File: config.mk
export PLATFORM = sky130hd
export DESIGN_NAME = seg_scan_decoder_flat
export DESIGN_NICKNAME = d
export VERILOG_FILES = /design/src/rtl/seg_scan_decoder_pkg.sv /design/src/rtl/seg_scan_decoder_if.sv /design/src/rtl/seg_scan_decoder_seg7_decode.sv /design/src/rtl/seg_scan_decoder.sv /design/src/flat_wrapper.sv
export SDC_FILE = /design/constraint.sdc
export NUM_CORES = 1
export LEC_CHECK = 0
export ABC_CLOCK_PERIOD_IN_PS = 3700
export CAP_MARGIN = 15
export CORE_MARGIN = 2
export CORE_UTILIZATION = 50
export DETAILED_ROUTE_END_ITERATION = 10
export GPL_TIMING_DRIVEN = 1
export HOLD_SLACK_MARGIN = 0.15
export PLACE_DENSITY = 0.75
export SYNTH_ARGS = -nofsm -noshare
export SYNTH_HDL_FRONTEND = slang
export SYNTH_SLANG_ARGS = --single-unit
File: constraint.sdc
create_clock -name i_clk_src -period 3.7 [get_ports i_clk_src]
set_clock_uncertainty 0.2 [all_clocks]
set_input_delay 1.11 -clock i_clk_src [delete_from_list [all_inputs] [get_ports i_clk_src]]
set_output_delay 1.11 -clock i_clk_src [all_outputs]
set_load 0.1 [all_outputs]
File: src/rtl/seg_scan_decoder_pkg.sv
// rtl/seg_scan_decoder_pkg.sv - shared segment codes and widths for the scan decoder
// Purpose: active-low 7-segment code constants {dp,g,f,e,d,c,b,a}, the
//          segment bus type and the decoded digit width.
// Ports:   none (package)
package seg_scan_decoder_pkg;

  typedef logic [7:0] seg_t;

  localparam int DIGIT_W = 4;

  // Active-low codes with the decimal point off (bit 7 high).
  localparam seg_t SEG_0     = 8'hC0;
  localparam seg_t SEG_1     = 8'hF9;
  localparam seg_t SEG_2     = 8'hA4;
  localparam seg_t SEG_3     = 8'hB0;
  localparam seg_t SEG_4     = 8'h99;
  localparam seg_t SEG_5     = 8'h92;
  localparam seg_t SEG_6     = 8'h82;
  localparam seg_t SEG_7     = 8'hF8;
  localparam seg_t SEG_8     = 8'h80;
  localparam seg_t SEG_9     = 8'h90;
  localparam seg_t SEG_A     = 8'h88;
  localparam seg_t SEG_B     = 8'h83;
  localparam seg_t SEG_C     = 8'hC6;
  localparam seg_t SEG_D     = 8'hA1;
  localparam seg_t SEG_E     = 8'h86;
  localparam seg_t SEG_F     = 8'h8E;
  localparam seg_t SEG_BLANK = 8'hFF;

endpackage

File: src/rtl/seg_scan_decoder_if.sv
// rtl/seg_scan_decoder_if.sv - multiplexed 7-segment display bus
// Purpose: groups the digit-select and segment lines of a scanned display.
// Ports:   anodes [DIGITS-1:0] digit select, active-low, one-cold when valid
//          cnodes [7:0]        segments {dp,g,f,e,d,c,b,a}, active-low
//          master drives the bus (display driver), slave observes it (decoder)
interface seg_scan_decoder_if #(
  parameter int DIGITS = 8
);
  import seg_scan_decoder_pkg::*;

  logic [DIGITS-1:0] anodes;
  seg_t              cnodes;

  modport master (output anodes, output cnodes);
  modport slave  (input  anodes, input  cnodes);

endinterface

File: src/rtl/seg_scan_decoder_seg7_decode.sv
// rtl/seg_scan_decoder_seg7_decode.sv - combinational 7-segment pattern to hex nibble
// Purpose: maps an active-low a..g pattern back to its hex value.
// Ports:   i_seg    [6:0] segments {g,f,e,d,c,b,a}, active-low
//          o_nibble [3:0] decoded value (0 when blank, F when unrecognised)
//          o_blank        all segments off
//          o_err          pattern is neither a hex glyph nor blank
module seg7_decode
  import seg_scan_decoder_pkg::*;
(
  input  logic [6:0]         i_seg,
  output logic [DIGIT_W-1:0] o_nibble,
  output logic               o_blank,
  output logic               o_err
);

  seg_t w_pat;

  always_comb begin
    // Force dp off so the match ignores the decimal point.
    w_pat    = {1'b1, i_seg};
    o_nibble = 4'hF;
    o_blank  = 1'b0;
    o_err    = 1'b0;
    case (w_pat)
      SEG_0:     o_nibble = 4'h0;
      SEG_1:     o_nibble = 4'h1;
      SEG_2:     o_nibble = 4'h2;
      SEG_3:     o_nibble = 4'h3;
      SEG_4:     o_nibble = 4'h4;
      SEG_5:     o_nibble = 4'h5;
      SEG_6:     o_nibble = 4'h6;
      SEG_7:     o_nibble = 4'h7;
      SEG_8:     o_nibble = 4'h8;
      SEG_9:     o_nibble = 4'h9;
      SEG_A:     o_nibble = 4'hA;
      SEG_B:     o_nibble = 4'hB;
      SEG_C:     o_nibble = 4'hC;
      SEG_D:     o_nibble = 4'hD;
      SEG_E:     o_nibble = 4'hE;
      SEG_F:     o_nibble = 4'hF;
      SEG_BLANK: begin
        o_nibble = 4'h0;
        o_blank  = 1'b1;
      end
      default:   o_err = 1'b1;
    endcase
  end

endmodule

File: src/rtl/seg_scan_decoder.sv
// rtl/seg_scan_decoder.sv - scanned 7-segment bus monitor publishing full-frame snapshots
// Purpose: samples a multiplexed display bus, waits for each anode dwell to
//          settle, decodes the lit digit and publishes all digits atomically
//          once every digit has been captured.
// Ports:   i_clk_src       system clock, rising edge
//          i_reset_n       synchronous active-low reset
//          bus             display bus (slave): anodes / cnodes
//          o_digits        decoded nibbles, digit k at [4k+3:4k]
//          o_dp            decimal point per digit, 1 = lit
//          o_blank         digit had all of a..g off
//          o_digit_err     digit carried an unrecognised pattern
//          o_frame_valid   one-cycle pulse when the outputs take a new frame
//          o_scan_err      one-cycle pulse at the start of a multi-anode run
//          o_stale         no complete frame for TIMEOUT cycles
module seg_scan_decoder
  import seg_scan_decoder_pkg::*;
#(
  parameter int DIGITS  = 8,
  parameter int SETTLE  = 4,
  parameter int TIMEOUT = 1024
) (
  input  logic                        i_clk_src,
  input  logic                        i_reset_n,
  seg_scan_decoder_if.slave           bus,
  output logic [DIGIT_W*DIGITS-1:0]   o_digits,
  output logic [DIGITS-1:0]           o_dp,
  output logic [DIGITS-1:0]           o_blank,
  output logic [DIGITS-1:0]           o_digit_err,
  output logic                        o_frame_valid,
  output logic                        o_scan_err,
  output logic                        o_stale
);

  localparam int SW = $clog2(SETTLE + 1);
  localparam int TW = $clog2(TIMEOUT + 1);

  logic [DIGITS-1:0]         r_a_q;
  logic [DIGITS-1:0]         r_a_prev;
  seg_t                      r_c_q;
  logic [SW-1:0]             r_settle;
  logic [TW-1:0]             r_tmo;
  logic [DIGITS-1:0]         r_seen;
  logic                      r_multi_d;

  logic [DIGIT_W*DIGITS-1:0] r_sh_nib;
  logic [DIGITS-1:0]         r_sh_dp;
  logic [DIGITS-1:0]         r_sh_blank;
  logic [DIGITS-1:0]         r_sh_err;

  logic [DIGIT_W*DIGITS-1:0] r_digits;
  logic [DIGITS-1:0]         r_dp;
  logic [DIGITS-1:0]         r_blank;
  logic [DIGITS-1:0]         r_digit_err;
  logic                      r_frame_valid;
  logic                      r_scan_err;
  logic                      r_stale;

  int                        w_zeros;
  logic                      w_one_cold;
  logic                      w_multi;
  logic                      w_same;
  logic [SW-1:0]             w_settle_nxt;
  logic                      w_capture;
  logic                      w_publish;
  logic [DIGITS-1:0]         w_sel;
  logic [DIGITS-1:0]         w_seen_nxt;
  logic [DIGIT_W-1:0]        w_dec_nib;
  logic                      w_dec_blank;
  logic                      w_dec_err;

  seg7_decode u_decode (
    .i_seg    (r_c_q[6:0]),
    .o_nibble (w_dec_nib),
    .o_blank  (w_dec_blank),
    .o_err    (w_dec_err)
  );

  always_comb begin
    w_zeros    = $countones(~r_a_q);
    w_one_cold = (w_zeros == 1);
    w_multi    = (w_zeros >= 2);
    w_same     = (r_a_q == r_a_prev);
    w_sel      = ~r_a_q;

    if (w_one_cold && w_same) begin
      w_settle_nxt = (r_settle == SW'(SETTLE)) ? r_settle : r_settle + 1'b1;
    end else if (w_one_cold) begin
      w_settle_nxt = SW'(1);
    end else begin
      w_settle_nxt = '0;
    end

    // Capture only on the transition into SETTLE, never while parked there.
    w_capture = w_one_cold && (w_settle_nxt == SW'(SETTLE)) &&
                !(w_same && (r_settle == SW'(SETTLE)));

    w_publish = &r_seen;

    // A capture on the publish cycle belongs to the next frame.
    w_seen_nxt = (w_publish ? '0 : r_seen) | (w_capture ? w_sel : '0);
  end

  always_ff @(posedge i_clk_src) begin
    if (!i_reset_n) begin
      r_a_q         <= '1;
      r_a_prev      <= '1;
      r_c_q         <= SEG_BLANK;
      r_settle      <= '0;
      r_tmo         <= '0;
      r_seen        <= '0;
      r_multi_d     <= 1'b0;
      r_sh_nib      <= '0;
      r_sh_dp       <= '0;
      r_sh_blank    <= '0;
      r_sh_err      <= '0;
      r_digits      <= '0;
      r_dp          <= '0;
      r_blank       <= '0;
      r_digit_err   <= '0;
      r_frame_valid <= 1'b0;
      r_scan_err    <= 1'b0;
      r_stale       <= 1'b1;
    end else begin
      r_a_q      <= bus.anodes;
      r_c_q      <= bus.cnodes;
      r_a_prev   <= r_a_q;
      r_settle   <= w_settle_nxt;
      r_seen     <= w_seen_nxt;
      r_multi_d  <= w_multi;
      r_scan_err <= w_multi && !r_multi_d;

      for (int k = 0; k < DIGITS; k++) begin
        if (w_capture && w_sel[k]) begin
          r_sh_nib[k*DIGIT_W +: DIGIT_W] <= w_dec_nib;
          r_sh_dp[k]                     <= ~r_c_q[7];
          r_sh_blank[k]                  <= w_dec_blank;
          r_sh_err[k]                    <= w_dec_err;
        end
      end

      r_frame_valid <= w_publish;
      if (w_publish) begin
        r_digits    <= r_sh_nib;
        r_dp        <= r_sh_dp;
        r_blank     <= r_sh_blank;
        r_digit_err <= r_sh_err;
        r_tmo       <= '0;
        r_stale     <= 1'b0;
      end else begin
        if (r_tmo != TW'(TIMEOUT)) begin
          r_tmo <= r_tmo + 1'b1;
        end
        if (r_tmo >= TW'(TIMEOUT - 1)) begin
          r_stale <= 1'b1;
        end
      end
    end
  end

  assign o_digits      = r_digits;
  assign o_dp          = r_dp;
  assign o_blank       = r_blank;
  assign o_digit_err   = r_digit_err;
  assign o_frame_valid = r_frame_valid;
  assign o_scan_err    = r_scan_err;
  assign o_stale       = r_stale;

endmodule

File: src/flat_wrapper.sv
// flat-port wrapper written by rule: the top's interface ports become plain ports
module seg_scan_decoder_flat import seg_scan_decoder_pkg::*;
#(
  parameter int DIGITS  = 8,
  parameter int SETTLE  = 4,
  parameter int TIMEOUT = 1024
)
  (i_clk_src, i_reset_n, o_digits, o_dp, o_blank, o_digit_err, o_frame_valid, o_scan_err, o_stale, bus_anodes, bus_cnodes);
  seg_scan_decoder_if #(.DIGITS(DIGITS)) bus_i ();
  input  logic i_clk_src;
  input  logic i_reset_n;
  output logic [DIGIT_W*DIGITS-1:0] o_digits;
  output logic [DIGITS-1:0] o_dp;
  output logic [DIGITS-1:0] o_blank;
  output logic [DIGITS-1:0] o_digit_err;
  output logic o_frame_valid;
  output logic o_scan_err;
  output logic o_stale;
  input wire logic [$bits(bus_i.anodes)-1:0] bus_anodes;
  input wire logic [$bits(bus_i.cnodes)-1:0] bus_cnodes;
  assign bus_i.anodes = bus_anodes;
  assign bus_i.cnodes = bus_cnodes;
  seg_scan_decoder #(.DIGITS(DIGITS), .SETTLE(SETTLE), .TIMEOUT(TIMEOUT)) u_core (.i_clk_src(i_clk_src), .i_reset_n(i_reset_n), .bus(bus_i), .o_digits(o_digits), .o_dp(o_dp), .o_blank(o_blank), .o_digit_err(o_digit_err), .o_frame_valid(o_frame_valid), .o_scan_err(o_scan_err), .o_stale(o_stale));
endmodule
# Yosys cells after proc, flatten, opt, wreduce, memory -nomap -nowiden
# Cells that the tools add are included.
dict set report totals {
  romBits 0
  output_inout_bits 59
  reg_bits 162
  latch_bits 0
  mem_bits_rw 0
  word_cells 113
  mem_count 0
  input_bits 18
}
dict set report op_classes {
  eq_ne 21
  n_mul 0
  n_reduce_logical 21
  muxes 10
  div_mod_pow 0
  add_sub_neg 9
  bitwise 4
  shifts 0
  n_lt_le_gt_ge 2
}
# operator n
set ops {}
lappend ops {{32-bit adder} 3}
lappend ops {{4-bit case mux with 15 select lines} 1}
lappend ops {{7-bit == test, second input constant} 5}
lappend ops {{32-bit by 2-bit == test with 1-bit output, second input constant} 1}
lappend ops {{32-bit by 3-bit >= comparator with 1-bit output, second input constant} 1}
lappend ops {{7-bit by 5-bit == test with 1-bit output, second input constant} 3}
lappend ops {{7-bit by 6-bit == test with 1-bit output, second input constant} 3}
lappend ops {{17-bit OR reduction} 1}
lappend ops {{8-bit two-way mux} 2}
lappend ops {{7-bit by 2-bit == test with 1-bit output, second input constant} 2}
lappend ops {{7-bit by 4-bit == test with 1-bit output, second input constant} 2}
lappend ops {{1-bit logical AND} 13}
lappend ops {{11-bit by 1-bit adder with 11-bit output, second input constant} 1}
lappend ops {{11-bit by 10-bit >= comparator with 1-bit output, second input constant} 1}
lappend ops {{11-bit inequality test, second input constant} 1}
lappend ops {{1-bit by 1-bit adder with 2-bit output} 4}
lappend ops {{8-bit == test} 1}
lappend ops {{8-bit NOT} 1}
lappend ops {{8-bit bitwise OR} 1}
lappend ops {{8-bit AND reduction} 1}
lappend ops {{7-bit by 3-bit == test with 1-bit output, second input constant} 1}
lappend ops {{7-bit zero test} 1}
lappend ops {{3-bit == test, second input constant} 2}
lappend ops {{3-bit two-way mux} 2}
lappend ops {{6 further kinds} 13}

# Logic depth before layout (Yosys ltp)
# Gate-level depths: netlist of run 1.
dict set report depth {
  depth_word 12
  ltp_mapped 16
  depth_no_buf 14
}

# By module
# From an unflattened synthesis of run 1, not the netlist that was laid out.
dict set report hier_totals {
  cells_unflattened 702
  hier_area_um2 6423.7
}
# mod area_each_um2 cells_each instances seq_area_each_um2
set modules_own_cells {}
lappend modules_own_cells {seg_scan_decoder 6058.3 642 1 3243.1}
lappend modules_own_cells {seg7_decode 365.4 60 1 0.0}

# Worst setup path after synthesis of run 1
# Ideal clock, no wire load.
dict set report synth_timing {
  kind {flip-flop to flip-flop}
  start {register u_core.r_a_q[0]}
  end {register u_core.r_sh_dp[0]}
  path_buffers 2
  path_slack_ps -99
  period_less_slack_ps 3799
  path_stages_with_launch 15
  setup_ps 128
  arrival_ps 3471
  required_time_ps 3372
  path_cell_list {dfxtp_1 -> inv_1 -> ha_1 -> fa_1 -> fa_1 -> ha_1 -> inv_1 -> fa_1 -> and4b_1 -> o21a_1 -> clkbuf_1 -> and4_1 -> buf_2 -> mux2i_1 -> nor2_1}
}
dict set report synth_between {
  elab_chain_len 11
  word_cells_on_any_way 15
  cone_classes {add/sub: 3; eq/ne: 3; mux: 2; bitwise: 1; reduce/logical: 6}
}
# element line_no
set synth_lines {}
lappend synth_lines {{start, declared} seg_scan_decoder.sv:37} ;# logic [DIGITS-1:0] r_a_q;
lappend synth_lines {{start signal, assigned} seg_scan_decoder.sv:124} ;# r_a_q <= bus.anodes;
lappend synth_lines {{8-bit NOT} {seg_scan_decoder.sv:79, seg_scan_decoder.sv:83}}
lappend synth_lines {{1-bit by 1-bit adder with 2-bit output (not written as such)} seg_scan_decoder.sv:79} ;# w_zeros = $countones(~r_a_q);
lappend synth_lines {{32-bit adder (not written as such) (2 in series)} seg_scan_decoder.sv:79}
lappend synth_lines {{32-bit by 2-bit == test with 1-bit output} seg_scan_decoder.sv:80} ;# w_one_cold = (w_zeros == 1);
lappend synth_lines {{1-bit two-way mux / 1-bit logical AND (equally long branches)} {seg_scan_decoder.sv:87, seg_scan_decoder.sv:85}}
lappend synth_lines {{3-bit two-way mux} seg_scan_decoder.sv:85} ;# if (w_one_cold && w_same) begin
lappend synth_lines {{3-bit == test} seg_scan_decoder.sv:94} ;# w_capture = w_one_cold && (w_settle_nxt == SW'(SETTLE)) &&
lappend synth_lines {{1-bit logical AND (2 in series)} seg_scan_decoder.sv:94}
lappend synth_lines {{1-bit logical AND (*)} seg_scan_decoder.sv:133} ;# if (w_capture && w_sel[k]) begin
lappend synth_lines {{end signal, assigned by index} seg_scan_decoder.sv:135} ;# r_sh_dp[k] <= ~r_c_q[7];
lappend synth_lines {{end, declared} seg_scan_decoder.sv:46} ;# logic [DIGITS-1:0] r_sh_dp;
# Every way passes the cells marked *; elsewhere a longest branch is shown, timed or not.
# A chain may end at the register's enable or synchronous reset.

# Worst setup path in the final report of run 1
dict set report layout_timing {
  start {register u_core.r_a_q[2]}
  end {register u_core.r_sh_nib[0]}
}
dict set report layout_between {
  elab_chain_len 11
  word_cells_on_any_way 15
  cone_classes {add/sub: 3; eq/ne: 3; mux: 2; bitwise: 1; reduce/logical: 6}
}
# element line_no
set layout_lines {}
lappend layout_lines {{8-bit NOT} seg_scan_decoder.sv:79}
lappend layout_lines {{1-bit by 1-bit adder with 2-bit output (not written as such)} seg_scan_decoder.sv:79}
lappend layout_lines {{32-bit adder (not written as such) (2 in series)} seg_scan_decoder.sv:79}
lappend layout_lines {{32-bit by 2-bit == test with 1-bit output} seg_scan_decoder.sv:80}
lappend layout_lines {{1-bit two-way mux / 1-bit logical AND (equally long branches)} {seg_scan_decoder.sv:87, seg_scan_decoder.sv:85}}
lappend layout_lines {{3-bit two-way mux} seg_scan_decoder.sv:85}
lappend layout_lines {{3-bit == test} seg_scan_decoder.sv:94}
lappend layout_lines {{1-bit logical AND} seg_scan_decoder.sv:94}
lappend layout_lines {{1-bit logical AND (*)} seg_scan_decoder.sv:94}
lappend layout_lines {{1-bit logical AND (*)} seg_scan_decoder.sv:133}
lappend layout_lines {{end signal, assigned by index} seg_scan_decoder.sv:134} ;# r_sh_nib[k*DIGIT_W +: DIGIT_W] <= w_dec_nib;
lappend layout_lines {{end, declared} seg_scan_decoder.sv:45} ;# logic [DIGIT_W*DIGITS-1:0] r_sh_nib;
# Marks and branches as above.

==> impl_metrics.env, run 1 <==
export IMPL_status="complete, but fails checks"
export IMPL_violations="negative setup slack"
export IMPL_crit_path_end_kind="register"
export IMPL_powerDensity_nw_per_um2=454.4
export IMPL_min_to="u_core.o_scan_err"
export IMPL_cp_data_arrival_time_ns=3.84
export IMPL_start_kind="register"
export IMPL_totalWireLength_um=15990
export IMPL_die_area_um2=13950
export IMPL_drt_iter0_markers=409
export IMPL_die_w_um=118.1
export IMPL_p_comb_frac=0.073
export IMPL_grt_busiest_layer="met2"
export IMPL_io_buffers=76
export IMPL_vdd_ir_drop_max_mv=0.3035
export IMPL_clkPwrFrac=0.446
export IMPL_path_buf_inv=5
export IMPL_tns_ns=-0.1568
export IMPL_antenna_found_initial=0
export IMPL_hpwl_um=10780
export IMPL_syn2layout_area_growth_pct=26.40
export IMPL_rsz0062_at_grt="yes"
export IMPL_synth_edf_count=0
export IMPL_netlist_area_um2=6512
export IMPL_drc_errors=0
export IMPL_fin_crit_sh=1.011
export IMPL_hp_class="register to register"
export IMPL_synth_cell_types=55
export IMPL_globalRouteMet3Util=0.04554
export IMPL_gp_congestion=0.8671
export IMPL_holdPathStages=1
export IMPL_min_from="u_core.r_multi_d"
export IMPL_period_needed_ns=3.740
export IMPL_worst_pin_slew_ns=0.6772
export IMPL_path_delay_family="adder cells"
export IMPL_multiInputGateArea_um2=3134
export IMPL_ys_seq_area_frac=0.4980
export IMPL_finalWorstSetupSlack_ns=-0.04019
export IMPL_ys_ff_latch=162
export IMPL_tritoncts="yes"
export IMPL_synth_top_flop_cell="dfxtp_1"
export IMPL_grtUsageMet2=0.3696
export IMPL_nFillCells=999
export IMPL_cts_hold_fix_buffers=0
export IMPL_ant_nets=0
export IMPL_die_h_um=118.1
export IMPL_grt_pass1_vias=5215
export IMPL_hold_viol=0
export IMPL_p_leak_nw=3.038
export IMPL_core_um2=12670
export IMPL_ios=77
export IMPL_grt_total_usage=0.2287
export IMPL_crit_type="register to register"
export IMPL_synth_warnings=0
export IMPL_setup_viol=6
export IMPL_final_core_utilization=0.6496
export IMPL_layout_nets=863
export IMPL_diodes=0
export IMPL_synthCells=748
export IMPL_reg2reg_from="u_core.r_a_q[2]"
export IMPL_drtPass1Iterations=5
export IMPL_wl_per_cell_um=15.74
export IMPL_crit_chain="inv_1 -> ha_2 -> fa_1 -> fa_1 -> ha_2 -> inv_2 -> fa_1 -> and4b_1 -> o21a_1 -> nand4_1 -> buf_4 -> buf_6 -> nor2_4 -> buf_6 -> a211oi_2"
export IMPL_cts_buffers=17
export IMPL_row_count=41
export IMPL_synthArstFlopShare=0
export IMPL_cap_violations=0
export IMPL_clock_latency_ns=0.43
export IMPL_maxSlewHeadroom=0.5485
export IMPL_routed_via_density=5.427
export IMPL_worst_path_max_fanout=7
export IMPL_grt_pass1_wl_um=25700
export IMPL_max_freq_mhz=267.4
export IMPL_grt_max_degree=95
export IMPL_met1_usage=0.2965
export IMPL_r2r_setup_slack_ns=-0.04
export IMPL_dp_cells=977
export IMPL_pwr_share_seq=0.481
export IMPL_r2r_end="u_core.r_sh_nib[0]"
export IMPL_avgSynthCellArea_um2=8.707
export IMPL_worst_ep_required_time_ns=3.80
export IMPL_synth_nets=780
export IMPL_slowest_delay_ns=0.51
export IMPL_cts_clk_slew_worst_paths_ns=0.07
export IMPL_maxSlewViolCount=0
export IMPL_cpMaxStageDelayCell="fa_1"
export IMPL_cts_sinks=162
export IMPL_drive_gt1_frac=0.2346
export IMPL_worst_path_most_repeated_cell="fa_1"
export IMPL_p_sw_w=0.0009026
export IMPL_swShare=0.2413
export IMPL_power_internal_w=0.002838
export IMPL_regArea_um2=3248
export IMPL_clk_path_buf_depth=2
export IMPL_start_util=0.5140
export IMPL_overflow=0
export IMPL_r2r_cells=15
export IMPL_stdcell_count=1016
export IMPL_cts_root_buf="clkbuf_16"
export IMPL_htreeDepth=4
export IMPL_vias=5514
==> area by class of cell <==
cell class	instances	area share
repair buffers	116	0.1183
clock inverters	11	0.01292
clock buffers	21	0.05594
well taps	172	0.02614
flip-flops and latches	162	0.3946
multi-input cells	509	0.3808
inverters	25	0.01140
==> worst register-to-register path: cells and delay by family, from the launching register on <==
kind | cells | cell delay, ns
flip-flops | 1 | 0.33
adder cells (fa/ha/maj) | 5 | 1.85
buffers and inverters | 5 | 0.53
AO/OA/AOI/OAI | 2 | 0.22
AND/OR/NAND/NOR | 3 | 0.48
==> how the worst max path moves through the flow <==
| stage | startpoint | to | slack (ns) | cells past startpoint |
|---|---|---|---|---|
| after detailed placement | u_core.r_a_q[2] | u_core.r_sh_nib[31] | -0.22 | 13 |
| after CTS | u_core.r_a_q[1] | u_core.r_sh_err[1] | -0.06 | 14 |
| after floorplan | u_core.r_a_q[2] | u_core.r_sh_err[7] | 0.0008 | 13 |
| after global routing | u_core.r_a_q[2] | u_core.r_sh_err[0] | -0.16 | 14 |
| final | u_core.r_a_q[2] | u_core.r_sh_nib[0] | -0.04 | 15 |
| after global placement | u_core.r_a_q[0] | u_core.r_sh_err[2] | -0.12 | 14 |
==> through the flow <==
stage | hold WS, ns | total power [W] | cell area (µm²) | setup slack, ns
after floorplan | 0.1674 | 0.001995 | 6528 | 0.0008000
after global placement | 0.1773 | 0.002066 | 7368 | -0.1211
after detailed placement | 0.1962 | 0.002075 | 7368 | -0.2155
after CTS | 0.1975 | 0.003735 | 8030 | -0.06051
after global routing | 0.2066 | 0.003861 | 8232 | -0.1626
final | 0.1913 | 0.003741 | 8232 | -0.04019
==> cells in the mapped netlist (4+ instances only) <==
cell	instances	area (µm²)
dfxtp_1	162	3243
nand2_1	148	555.5
a21oi_1	81	405.4
nor2_1	57	214.0
clkbuf_1	32	120.1
o21ai_0	32	160.2
inv_1	25	93.84
a31oi_1	18	112.6
nand2b_1	18	112.6
mux2i_1	16	160.2
xor2_1	14	122.6
buf_2	13	65.06
a211oi_1	11	82.58
and4_1	11	96.34
ha_1	10	125.1
nand3_1	9	45.04
nor3_1	8	40.04
nor4_1	8	50.05
nand4_1	7	43.79
nor2b_1	6	37.54
or3_1	6	37.54
xnor2_1	6	52.55
fa_1	4	80.08
==> timing repair <==
action,4_1_cts,5_1_grt
endpoints found under the setup margin,64,60
setup buffers,1,5
gates resized for setup,39,61
cloned,1,0
hold endpoints to repair,0,0
pin swaps,6,17
==> power groups by stage <==
| stage | combinational, W | sequential [W] | clock, W |
|---|---|---|---|
| 2_1_floorplan | 0.000151 | 0.00184 | 0 |
| 3_3_place_gp | 0.000231 | 0.00183 | 0 |
| 3_5_place_dp | 0.000238 | 0.00184 | 0 |
| 4_1_cts | 0.000251 | 0.00180 | 0.00169 |
| 5_1_grt | 0.000297 | 0.00180 | 0.00176 |
| 6_report | 0.000271 | 0.00180 | 0.00167 |
==> state kept, by name, summed over array words and instances (netlist names) <==
register              flops
u_core.o_digits          32
u_core.r_sh_nib          32
u_core.r_tmo             11
u_core.o_blank            8
u_core.o_digit_err        8
u_core.o_dp               8
u_core.r_a_prev           8
u_core.r_a_q              8
u_core.r_c_q              8
u_core.r_seen             8
u_core.r_sh_blank         8
u_core.r_sh_dp            8
u_core.r_sh_err           8
u_core.r_settle           3
u_core.o_frame_valid      1
u_core.o_scan_err         1
u_core.o_stale            1
u_core.r_multi_d          1
==> layer usage <==
metal	wire (µm)	up-vias
li1	-	2715
met4	410	0
met5	0	-
met3	875	42
met1	7102	2581
met2	7604	176
==> kinds of logic after synthesis <==
family	Yosys count	synth area share
fa+ha+maj	14	0.03151
mux	17	0.02632
xor+xnor	20	0.02690
flops	162	0.4980
simple gates	301	0.2204
buf+inv	77	0.05091
compound gates	157	0.1460
==> cell usage in the layout, fill, tap and decap left out, types with 8 or more instances in the layout <==
cell	Yosys	routed
dfxtp_1	162	158
nor2_4	0	8
inv_1	25	21
a21oi_1	81	79
nand3_1	9	8
nand2b_1	18	18
o21ai_0	32	11
buf_6	3	14
o21ai_2	0	8
a211oi_2	2	8
xor2_1	14	14
o21ai_1	0	12
nor3_1	8	8
clkdlybuf4s50_1	0	16
nor2_1	57	47
nor4_1	8	8
a31oi_1	18	18
nand2_1	148	148
and4_4	0	8
clkbuf_16	0	17
buf_4	1	84
mux2i_1	16	16
No activity file was read; power rests on OpenSTA's default activity.
==> run 2, diff against run 1 <==
- REMOVE_ABC_BUFFERS: unset -> 1
==> run 2 against run 1 <==
The flow now finishes without violations. Cell area fell by 0.55%. Core utilization fell by 0.36 points. Sequential power barely moved. Non-clock buffer count fell by 3. Die area did not move. Clock-buffer cell count rose by 1. Largest cell class unchanged.
==> impl_metrics.env, run 2 (same netlist as run 1, synthesis figures left out) <==
export IMPL_totalWireLength_um=16240
export IMPL_hold_viol=0
export IMPL_hpwl_um=10970
export IMPL_grt_pass1_wl_um=26450
export IMPL_overflow=0
export IMPL_cts_buffers=17
export IMPL_clk_path_buf_depth=2
export IMPL_final_cell_mix="dfxtp_1 (157), nand2_1 (148), buf_4 (80)"
export IMPL_cts_hold_fix_buffers=0
export IMPL_drive_gt1_frac=0.2405
export IMPL_hp_class="register to register"
export IMPL_grt_pass1_vias=5382
export IMPL_cts_sinks=162
export IMPL_slowest_delay_ns=0.50
export IMPL_diodes=0
export IMPL_crit_chain="inv_2 -> ha_4 -> fa_1 -> fa_1 -> ha_2 -> inv_2 -> fa_1 -> and4b_1 -> o21a_1 -> nand4_1 -> buf_6 -> nor2_2 -> mux2i_1"
export IMPL_drc_errors=0
export IMPL_io_buffers=76
export IMPL_worst_pin_slew_ns=0.7708
export IMPL_holdWs_ns=0.1923
export IMPL_die_w_um=118.1
export IMPL_crit_path_end_kind="register"
export IMPL_maxSlewViolCount=0
export IMPL_rsz0062_at_grt="yes"
export IMPL_powerDensity_nw_per_um2=449.0
export IMPL_fin_crit_sh=0.9878
export IMPL_routed_via_density=5.519
export IMPL_maxSlewHeadroom=0.4849
export IMPL_drt_iter0_markers=584
export IMPL_worst_path_most_repeated_cell="fa_1"
export IMPL_layout_nets=860
export IMPL_period_needed_ns=3.655
export IMPL_cts_root_buf="clkbuf_16"
export IMPL_crit_type="register to register"
export IMPL_wl_per_cell_um=16.04
export IMPL_start_util=0.5140
export IMPL_gp_congestion=0.8888
export IMPL_syn2layout_area_growth_pct=25.71
export IMPL_row_count=41
export IMPL_final_core_utilization=0.6461
export IMPL_status="completed"
export IMPL_power_w=0.003676
export IMPL_worst_path_max_fanout=7
export IMPL_ios=77
export IMPL_cts_clk_slew_worst_paths_ns=0.06
export IMPL_vdd_ir_drop_max_mv=0.3311
export IMPL_core_um2=12670
export IMPL_tritoncts="yes"
export IMPL_tns_ns=0
export IMPL_layout_commonest_cell="dfxtp_1"
export IMPL_max_freq_mhz=273.6
export IMPL_antenna_found_initial=0
export IMPL_p_leak_nw=3.022
export IMPL_ant_nets=0
export IMPL_grt_max_degree=52
export IMPL_htreeDepth=4
export IMPL_worst_ep_required_time_ns=3.85
export IMPL_die_h_um=118.1
export IMPL_place_ws_ns=-0.1294
export IMPL_vias=5585
export IMPL_cpMaxStageDelayCell="fa_1"
export IMPL_grt_total_usage=0.2354
export IMPL_cap_violations=0
export IMPL_finalWorstSetupSlack_ns=0.04520
export IMPL_setup_viol=0
export IMPL_cp_data_arrival_time_ns=3.80
export IMPL_drtPass1Iterations=5
export IMPL_start_kind="register"
export IMPL_clock_latency_ns=0.43
export IMPL_die_area_um2=13950
==> run 2: per-stage QoR <==
stage | cell area (µm²) | std cells
floorplan | 6275 | 696
global placement | 7353 | 977
detailed placement | 7353 | 977
CTS | 7976 | 1012
global route | 8187 | 1012
finish | 8187 | 1012
==> run 2: metal layers <==
metal  vias to the layer above  share of wire  track usage
li1                       2700              -            -
met1                      2654           0.43       0.2999
met2                       195           0.49       0.3862
met3                        36          0.056      0.04797
met4                         0          0.024       0.1024
met5                         -              0            0
==> run 2: path summary, 6_finish.rpt <==
path / start / to / slack (ns) / cells after the start
setup / recovery: u_core.r_a_q[3] / u_core.r_sh_err[1] / 0.05 / 13
hold / removal: u_core.r_multi_d / u_core.o_scan_err / 0.19 / 1
hold reg to reg: u_core.r_multi_d / u_core.o_scan_err / 0.19 / 1
setup reg to reg: u_core.r_a_q[3] / u_core.r_sh_err[1] / 0.05 / 13
==> run 2: worst max-delay path, delay by kind of cell, from the launching register on <==
| kind | cells | cell delay [ns] |
|---|---|---|
| and+or+nand+nor | 3 | 0.57 |
| adders and majority gates | 5 | 1.77 |
| DFF | 1 | 0.34 |
| AOI/OAI and AO/OA | 1 | 0.17 |
| muxes | 1 | 0.21 |
| buffers and inverters | 3 | 0.30 |
==> run 2: what timing repair did <==
| item | 4_1_cts | 5_1_grt |
|---|---|---|
| endpoints found under the setup margin | 63 | 64 |
| buffers inserted | 3 | 0 |
| gates resized for setup | 21 | 76 |
| gates cloned | 1 | 0 |
| pin swaps | 7 | 14 |
==> run 2: power breakdown <==
group,leakage [nW],total (W),internal (W),switching [W]
Clock,0.268,0.00161,0.000920,0.000688
Sequential,1.31,0.00180,0.00177,0.0000321
Combinational,1.44,0.000268,0.000103,0.000165
==> run 2: area by class of cell <==
| type | instances | area, µm² |
|---|---|---|
| fill | 1011 | 4484 |
| clock inverter | 9 | 57.56 |
| timing repair buffer | 113 | 939.7 |
| multi-input combinational | 509 | 3147 |
| inverter | 25 | 93.84 |
| sequential | 162 | 3249 |
| clock buffer | 22 | 484.2 |
| tap | 172 | 215.2 |
